File: src/rtl/serial_comparator.sv
// -----------------------------------------------------------------------------
// serial_comparator
//
// Bit-serial magnitude comparator for the Mini ALU. On an accepted start it
// captures operands a and b. It then walks them LSB-first, one bit per clock.
// A differing bit at a more significant position overrides the relation
// established by the less significant bits. The final less/equal/greater
// result is registered, and done pulses for one cycle.
//
// Optional feature macro: SIGNED_CMP_EN
//   defined   : adds input sgn. sgn=1 compares the operands as two's complement.
//   undefined : the comparison is always unsigned and no sign logic exists.
//
// Ports:
//   clk           rising-edge clock
//   rst           synchronous active-high reset
//   start         compare request; honoured in IDLE and DONE only
//   a, b          WIDTH-bit operands, captured on the accepting edge
//   sgn           (SIGNED_CMP_EN only) signed compare, captured with operands
//   busy          high while operand bits are being walked
//   done          one-cycle pulse when a result has just been registered
//   less_than     a < b for the last completed compare
//   equal         a == b for the last completed compare
//   greater_than  a > b for the last completed compare
// -----------------------------------------------------------------------------
module serial_comparator #(
   parameter int WIDTH = 8
) (
   input  logic             clk,
   input  logic             rst,
   input  logic             start,
   input  logic [WIDTH-1:0] a,
   input  logic [WIDTH-1:0] b,
`ifdef SIGNED_CMP_EN
   input  logic             sgn,
`endif
   output logic             busy,
   output logic             done,
   output logic             less_than,
   output logic             equal,
   output logic             greater_than
);

   localparam int CW = $clog2(WIDTH) + 1;

   typedef enum logic [1:0] {
      ST_IDLE  = 2'd0,
      ST_SHIFT = 2'd1,
      ST_DONE  = 2'd2
   } state_t;

   typedef enum logic [1:0] {
      REL_EQ = 2'd0,
      REL_LT = 2'd1,
      REL_GT = 2'd2
   } rel_t;

   // Decode the running relation into {less_than, equal, greater_than}.
   function automatic logic [2:0] rel_to_onehot(input rel_t r);
      logic [2:0] oh;
      case (r)
         REL_LT:  oh = 3'b100;
         REL_GT:  oh = 3'b001;
         REL_EQ:  oh = 3'b010;
         default: oh = 3'b010;
      endcase
      return oh;
   endfunction

   state_t           state_r,  state_nxt_s;
   rel_t             rel_r,    rel_nxt_s;
   logic [WIDTH-1:0] sa_r,     sa_nxt_s;
   logic [WIDTH-1:0] sb_r,     sb_nxt_s;
   logic [CW-1:0]    cnt_r,    cnt_nxt_s;
   logic             busy_r,   busy_nxt_s;
   logic             done_r,   done_nxt_s;
   logic [2:0]       res_r,    res_nxt_s;
   logic             bit_lt_s, bit_gt_s, last_bit_s;
`ifdef SIGNED_CMP_EN
   logic             sgn_r,    sgn_nxt_s;
`endif

   assign last_bit_s = (cnt_r == CW'(WIDTH - 1));

   // Per-bit relation of the current LSBs; the sign position flips its sense.
   always_comb begin
`ifdef SIGNED_CMP_EN
      if (sgn_r && last_bit_s) begin
         bit_lt_s = sa_r[0] & ~sb_r[0];
         bit_gt_s = ~sa_r[0] & sb_r[0];
      end else begin
         bit_lt_s = ~sa_r[0] & sb_r[0];
         bit_gt_s = sa_r[0] & ~sb_r[0];
      end
`else
      bit_lt_s = ~sa_r[0] & sb_r[0];
      bit_gt_s = sa_r[0] & ~sb_r[0];
`endif
   end

   // Next-state, datapath and output decode for the compare FSM.
   always_comb begin
      state_nxt_s = state_r;
      rel_nxt_s   = rel_r;
      sa_nxt_s    = sa_r;
      sb_nxt_s    = sb_r;
      cnt_nxt_s   = cnt_r;
      done_nxt_s  = 1'b0;
      res_nxt_s   = res_r;
`ifdef SIGNED_CMP_EN
      sgn_nxt_s   = sgn_r;
`endif
      case (state_r)
         // DONE accepts start exactly like IDLE, giving back-to-back compares.
         ST_IDLE, ST_DONE: begin
            if (start) begin
               sa_nxt_s    = a;
               sb_nxt_s    = b;
               cnt_nxt_s   = {CW{1'b0}};
               rel_nxt_s   = REL_EQ;
`ifdef SIGNED_CMP_EN
               sgn_nxt_s   = sgn;
`endif
               state_nxt_s = ST_SHIFT;
            end else begin
               state_nxt_s = ST_IDLE;
            end
         end
         ST_SHIFT: begin
            // A differing bit at a higher position replaces the lower verdict.
            if (bit_lt_s) begin
               rel_nxt_s = REL_LT;
            end else if (bit_gt_s) begin
               rel_nxt_s = REL_GT;
            end else begin
               rel_nxt_s = rel_r;
            end
            sa_nxt_s  = {1'b0, sa_r[WIDTH-1:1]};
            sb_nxt_s  = {1'b0, sb_r[WIDTH-1:1]};
            cnt_nxt_s = cnt_r + CW'(1);
            if (last_bit_s) begin
               res_nxt_s   = rel_to_onehot(rel_nxt_s);
               done_nxt_s  = 1'b1;
               state_nxt_s = ST_DONE;
            end else begin
               state_nxt_s = ST_SHIFT;
            end
         end
         default: begin
            state_nxt_s = ST_IDLE;
         end
      endcase
      busy_nxt_s = (state_nxt_s == ST_SHIFT);
   end

   // State and datapath registers with synchronous reset.
   always_ff @(posedge clk) begin
      if (rst) begin
         state_r <= ST_IDLE;
         rel_r   <= REL_EQ;
         sa_r    <= {WIDTH{1'b0}};
         sb_r    <= {WIDTH{1'b0}};
         cnt_r   <= {CW{1'b0}};
         busy_r  <= 1'b0;
         done_r  <= 1'b0;
         res_r   <= 3'b000;
`ifdef SIGNED_CMP_EN
         sgn_r   <= 1'b0;
`endif
      end else begin
         state_r <= state_nxt_s;
         rel_r   <= rel_nxt_s;
         sa_r    <= sa_nxt_s;
         sb_r    <= sb_nxt_s;
         cnt_r   <= cnt_nxt_s;
         busy_r  <= busy_nxt_s;
         done_r  <= done_nxt_s;
         res_r   <= res_nxt_s;
`ifdef SIGNED_CMP_EN
         sgn_r   <= sgn_nxt_s;
`endif
      end
   end

   assign busy         = busy_r;
   assign done         = done_r;
   assign less_than    = res_r[2];
   assign equal        = res_r[1];
   assign greater_than = res_r[0];

endmodule
File: config.mk
export PLATFORM = sky130hd
export DESIGN_NAME = serial_comparator
export DESIGN_NICKNAME = d
export VERILOG_FILES = /design/src/rtl/serial_comparator.sv
export SDC_FILE = /design/constraint.sdc
export NUM_CORES = 1
export LEC_CHECK = 0
export ABC_CLOCK_PERIOD_IN_PS = 1500
export CORE_MARGIN = 8
export CORE_UTILIZATION = 40
export DETAILED_ROUTE_END_ITERATION = 8
export SLEW_MARGIN = 20
export SYNTH_ARGS = -nofsm -noshare
export SYNTH_HDL_FRONTEND = slang
export SYNTH_SLANG_ARGS = --single-unit
export TNS_END_PERCENT = 50
File: constraint.sdc
create_clock -name clk -period 1.5 [get_ports clk]
set_clock_uncertainty 0.1 [all_clocks]
set_input_delay 0.45 -clock clk [delete_from_list [all_inputs] [get_ports clk]]
set_output_delay 0.45 -clock clk [all_outputs]
set_load 0.01 [all_outputs]
==> results of run 1 <==
-- final cells by class --
type,count,area (um2),share of cell area (%)
Clock inverter,2,37.5,2.26
Clock buffer,6,51.3,3.09
Sequential cell,29,582,35.1
Tap cell,44,55.1,3.32
Multi-Input combinational cell,90,589,35.5
Inverter,6,22.5,1.36
Timing Repair Buffer,35,320,19.3
-- synthesized netlist by cell type, types with 2 or more instances --
cell	number
a21oi_1	20
ha_1	3
nand3_1	18
dfxtp_1	29
mux2i_1	3
nor2_1	4
inv_1	5
buf_2	6
o31ai_1	2
nand2_1	3
or4_1	2
nand2b_1	9
maj3_2	2
a22oi_1	14
nor3_1	2
buf_4	4
-- repair_timing --
item                                    4_1_cts  5_1_grt
pin swaps                                     0        0
resized for setup                             8        7
endpoints found under the setup margin        6        7
-- per-layer routing --
layer | GRT usage [%] | part of all wire [%]
met1 | 13.5 | 46
met4 | 6.80 | 1.9
met5 | 0 | 0
met3 | 4.41 | 6.0
met2 | 18.8 | 46
-- worst min-delay path, stage by stage (launching register included) --
cell     delay (ns)
dfxtp_1        0.32
nand3_1        0.06
a21oi_1        0.05
-- logic make-up after synthesis --
| group | count (synthesis) |
|---|---|
| simple gates | 43 |
| compound gates | 37 |
| flops | 29 |
| buf+inv | 18 |
| mux | 5 |
| fa+ha+maj | 5 |
-- state kept, by name, indices dropped and copies added, names as in the netlist --
name and flops:
sa_r 8, res_r 3, rel_r 2, done 1, state_r 2, cnt_r 4, busy 1, sb_r 8
-- worst min path at each step --
stage                     startpoint      end  cells after the start
after floorplan              sa_r[1]  sa_r[1]                      2
after global placement       sb_r[7]  sb_r[7]                      2
after detailed placement     sa_r[5]  sa_r[5]                      2
after CTS                    sa_r[3]  sa_r[3]                      2
after global routing         sb_r[1]  sb_r[1]                      2
final                        sb_r[4]  sb_r[4]                      2
-- through the flow --
step	area (um2)	hold slack, ns
floorplan	1260	0.348
global placement	1570	0.355
detailed placement	1570	0.363
CTS	1660	0.377
global route	1660	0.397
finish	1660	0.376
-- report_power, final --
part | internal, mW | switching [mW]
registers | 0.809 | 0.0231
clock network | 0.396 | 0.277
logic | 0.127 | 0.121
total | 1.33 | 0.421
==> impl_metrics.ini, run 1 <==
[timing]
layout_min_cycle_time_ns = 1.44
worst_slack_ns = 0.0558
hold_violations = 0
tightest_slew_ns = 0.254
setup_viol = 0
post-route-period-util_pct = 96.3
tns_ns = 0
max_freq_mhz = 692
slew_viol_final = 0
rsz0062_at_grt = false
max_slew_margin_pct = 83.1

[clocking]
postCtsSetupBuffers = 0
cts_hold_buf = 0
clkLatencyLatePin_ns = 0.33
cts_buffers = 5
path_clk_slew_ns = 0.09
clk_path_buf_depth = 2
cts_tree = yes
cts_root_buffer = clkbuf_4
htreeDepth = 2
clock_sinks = 29

[place]
dpl.hpwl_um = 2100
gp_congestion = 0.797
dp_slack_ns = -0.322
dpl.cell_count = 204
io_buffer_count = 23

[critical_path]
cp-start-kind = flop
cp_top_family = flip-flops
cp_cell_sequence = clkdlybuf4s15_1
timing.rr.end = res_r[1]
endpoint = less_than
r2r_cells = 6
r2r_slack_ns = 0.11
critPathLaunch = res_r[2]
critPathCaptureType = output pin
cp_max_fo = 2
r2r-start = sb_r[0]
critPathArrivalTime_ns = 0.89
worstSetupPathType = flop to output pin
max_stage_delay_ns = 0.34
crit_required_ns = 0.95
cpMaxStageDelayCell = dfxtp_1
worstSetupPathDepth = 1
path_buf_inv = 1

[global_routing]
grt_antenna_before_repair = 0
grt_pass1_vias = 1071
grt.overflow.total = 0
grtUsageTotal_pct = 11.9
grt_pass1_wl_um = 4830
grt_max_degree = 19

[synthesis]
synth-compound-area-share_pct = 18.5
synth_fp_nets = 159
synth_top_cell_area_share_pct = 46.1
synth_top_family_by_area = simple AND/OR/NAND/NOR gates
async_flop_share_pct = 0
yosysUniqueCellTypes = 27
synth.area.mux_share_pct = 4.47
avgSynthCellArea_um2 = 9.20
synth_top_cell_by_area = dfxtp_1
syn_area_um2 = 1260
synth_fa_ha_area_share_pct = 4.77
synth-edff-count = 0
synth-simple-area-share_pct = 18.5
ys.warnings.count = 0
synthCells = 137
yosys.area_share.xor_xnor_pct = 0
seq_area_frac_synth_pct = 46.1
ys_top_cells_by_area = dfxtp_1 46%, a22oi_1 8.3%, a21oi_1 7.9%
synthFlopType = dfxtp_1
ys_ff_latch = 29

[detailed_routing]
drc_errors = 0
wire_per_inst_um = 13.5
drt_iter0_drc = 51
finalWirelength_um = 2860
first_pass_iters = 4
via_per_inst = 5.17
antenna_left = 0
dr_total_vias = 1096

[layout]
nFillCells = 265
final_cell_mix = 28 x dfxtp_1, 20 x a21oi_1, 18 x nand3_1
fin_util_pct = 54.8
finalNonFillerCells = 212
finalNetCount = 189
drive_gt1_share_pct = 16.7
antenna_cells = 0
final_common_cell = dfxtp_1
areaGrowthSynthToFinish_pct = 31.6

[floorplanning]
die_area_um2 = 5200
rows = 20
initial_core_util_pct = 41.6
die_w_um = 72.1
core-area_um2 = 3030
io-pin-count = 24
die_h_um = 72.1

[power_and_ir_drop]
power.total_mw = 1.75
p_per_area_nw_per_um2 = 1060
p_leak_nw = 0.624
ir_drop_mv = 0.529

[min_path]
hold_class = flop to flop

[job]
drv_cap = 0

[outcome]
status = complete, no violations
Power figures use the tool's default switching activity.
==> run 2, diff against run 1 <==
--- a/config.mk
+++ b/config.mk
@@ -6,9 +6,9 @@
 export NUM_CORES = 1
 export LEC_CHECK = 0
 export ABC_CLOCK_PERIOD_IN_PS = 1500
-export CORE_MARGIN = 8
 export CORE_UTILIZATION = 40
 export DETAILED_ROUTE_END_ITERATION = 8
+export PLACE_DENSITY = 0.72
 export SLEW_MARGIN = 20
 export SYNTH_ARGS = -nofsm -noshare
 export SYNTH_HDL_FRONTEND = slang
==> run 2 against run 1 <==
  * Clock-buffer cell count is 1 higher
  * Global-route usage is 6.5 points higher
  * Register-to-register slack hardly changed
  * Sequential cell count stayed put
  * Sequential power hardly changed
  * Critical path depth is 2 higher
  * Highest routed layer unchanged
  * Routed wire length is 2.0% lower
  * Sequential share of layout area is 0.35 points higher
  * Combinational power is 3% higher
  * Core utilization is 0.66 points lower
  * Design area is 1.2% lower
  * Cell count is 0.47% lower
==> impl_metrics.ini, run 2 (synthesis gave the netlist of run 1 again) <==
[outcome]
status = complete, no violations

[power_and_ir_drop]
ir_drop_mv = 0.608
p_per_area_nw_per_um2 = 952
p_leak_nw = 0.623
power.total_mw = 1.56

[detailed_routing]
finalWirelength_um = 2800
wire_per_inst_um = 13.3
antenna_left = 0
drc_errors = 0
dr_total_vias = 1093
first_pass_iters = 4
drt_iter0_drc = 34
via_per_inst = 5.18

[clocking]
path_clk_slew_ns = 0.08
clock_sinks = 29
clkLatencyLatePin_ns = 0.32
cts_buffers = 5
cts_root_buffer = clkbuf_4
postCtsSetupBuffers = 0
htreeDepth = 2
cts_tree = yes
clk_path_buf_depth = 2
cts_hold_buf = 0

[min_path]
hold_path_depth = 2
min_from = sb_r[1]
hold_class = flop to flop
hold_end = sb_r[1]

[layout]
final_cell_mix = 29 x dfxtp_1, 20 x a21oi_1, 18 x nand3_1
areaGrowthSynthToFinish_pct = 30.0
reg_top3 = sa_r (8), sb_r (8), cnt_r (4)
drive_gt1_share_pct = 16.8
finalNetCount = 189
final_common_cell = dfxtp_1
finalNonFillerCells = 211
antenna_cells = 0
fin_util_pct = 54.1

[critical_path]
cp_max_fo = 6
critPathArrivalTime_ns = 1.60
critPathCaptureType = flop
r2r_slack_ns = 0.12
r2r-start = sb_r[0]
critPathLaunch = rst
worstSetupPathType = input port to flop
cp-start-kind = input port
r2r_cells = 6
timing.rr.end = res_r[1]
crit_required_ns = 1.64

[floorplanning]
initial_core_util_pct = 41.6
die_w_um = 58.1
core-area_um2 = 3030
die_area_um2 = 3380
die_h_um = 58.1
rows = 20
io-pin-count = 24

[global_routing]
grt.overflow.total = 0
grt_antenna_before_repair = 0
grtUsageTotal_pct = 18.4
grt_pass1_vias = 1114
grt_pass1_wl_um = 4670
grt_max_degree = 19

[timing]
hold_violations = 0
tns_ns = 0
post-route-period-util_pct = 97.1
setup_viol = 0
layout_min_cycle_time_ns = 1.46
tightest_slew_ns = 0.288
slew_viol_final = 0
max_slew_margin_pct = 80.7
rsz0062_at_grt = false
max_freq_mhz = 686

[place]
io_buffer_count = 23
dpl.cell_count = 204
gp_congestion = 0.810
dpl.hpwl_um = 1980

[job]
drv_cap = 0
[run 2: layout make-up]
type	instances	area (um2)
fill	303	1390
timing repair buffer	35	324
sequential	29	581
inverter	6	22.5
multi-input combinational	90	601
tap	44	55.1
clock buffer	7	55.1
[run 2: power breakdown]
part / internal, mW / switching (mW)
Sequential: 0.808 / 0.0226
Clock: 0.221 / 0.252
Combinational: 0.130 / 0.125
Total: 1.16 / 0.400
[run 2: metal layers]
layer / vias up / track usage, % / wire length, um
met4: 0 / 6.12 / 41
li1: 546 / - / -
met2: 28 / 32.5 / 1420
met5: - / 0 / 0
met3: 6 / 8.04 / 147
met1: 513 / 19.6 / 1190
[run 2: how the worst max path moves through the flow]
stage / end / slack (ns) / cells past startpoint
6_report: rel_r[0] / 0.04 / 3
2_1_floorplan: cnt_r[2] / 0.15 / 4
5_1_grt: rel_r[0] / 0.004 / 3
3_3_place_gp: rel_r[1] / -0.29 / 5
4_1_cts: res_r[0] / 0.002 / 4
3_5_place_dp: rel_r[0] / -0.31 / 5
[run 2: worst max-delay path: stages]
cell             delay [ns]
clkdlybuf4s50_1        0.52
or4_4                  0.56
o31ai_2                0.07
[run 2: per-stage QoR]
step / worst slack [ns] / instance area (um2) / hold WS, ns
finish: 0.0432 / 1640 / 0.370
global route: 0.00403 / 1640 / 0.395
CTS: 0.00193 / 1620 / 0.372
detailed placement: -0.312 / 1570 / 0.359
global placement: -0.287 / 1570 / 0.354
floorplan: 0.150 / 1260 / 0.348
[run 2: repair_timing]
action	4_1_cts	5_1_grt
setup endpoints to repair	5	18
pin swaps	0	1
resized for setup	7	10
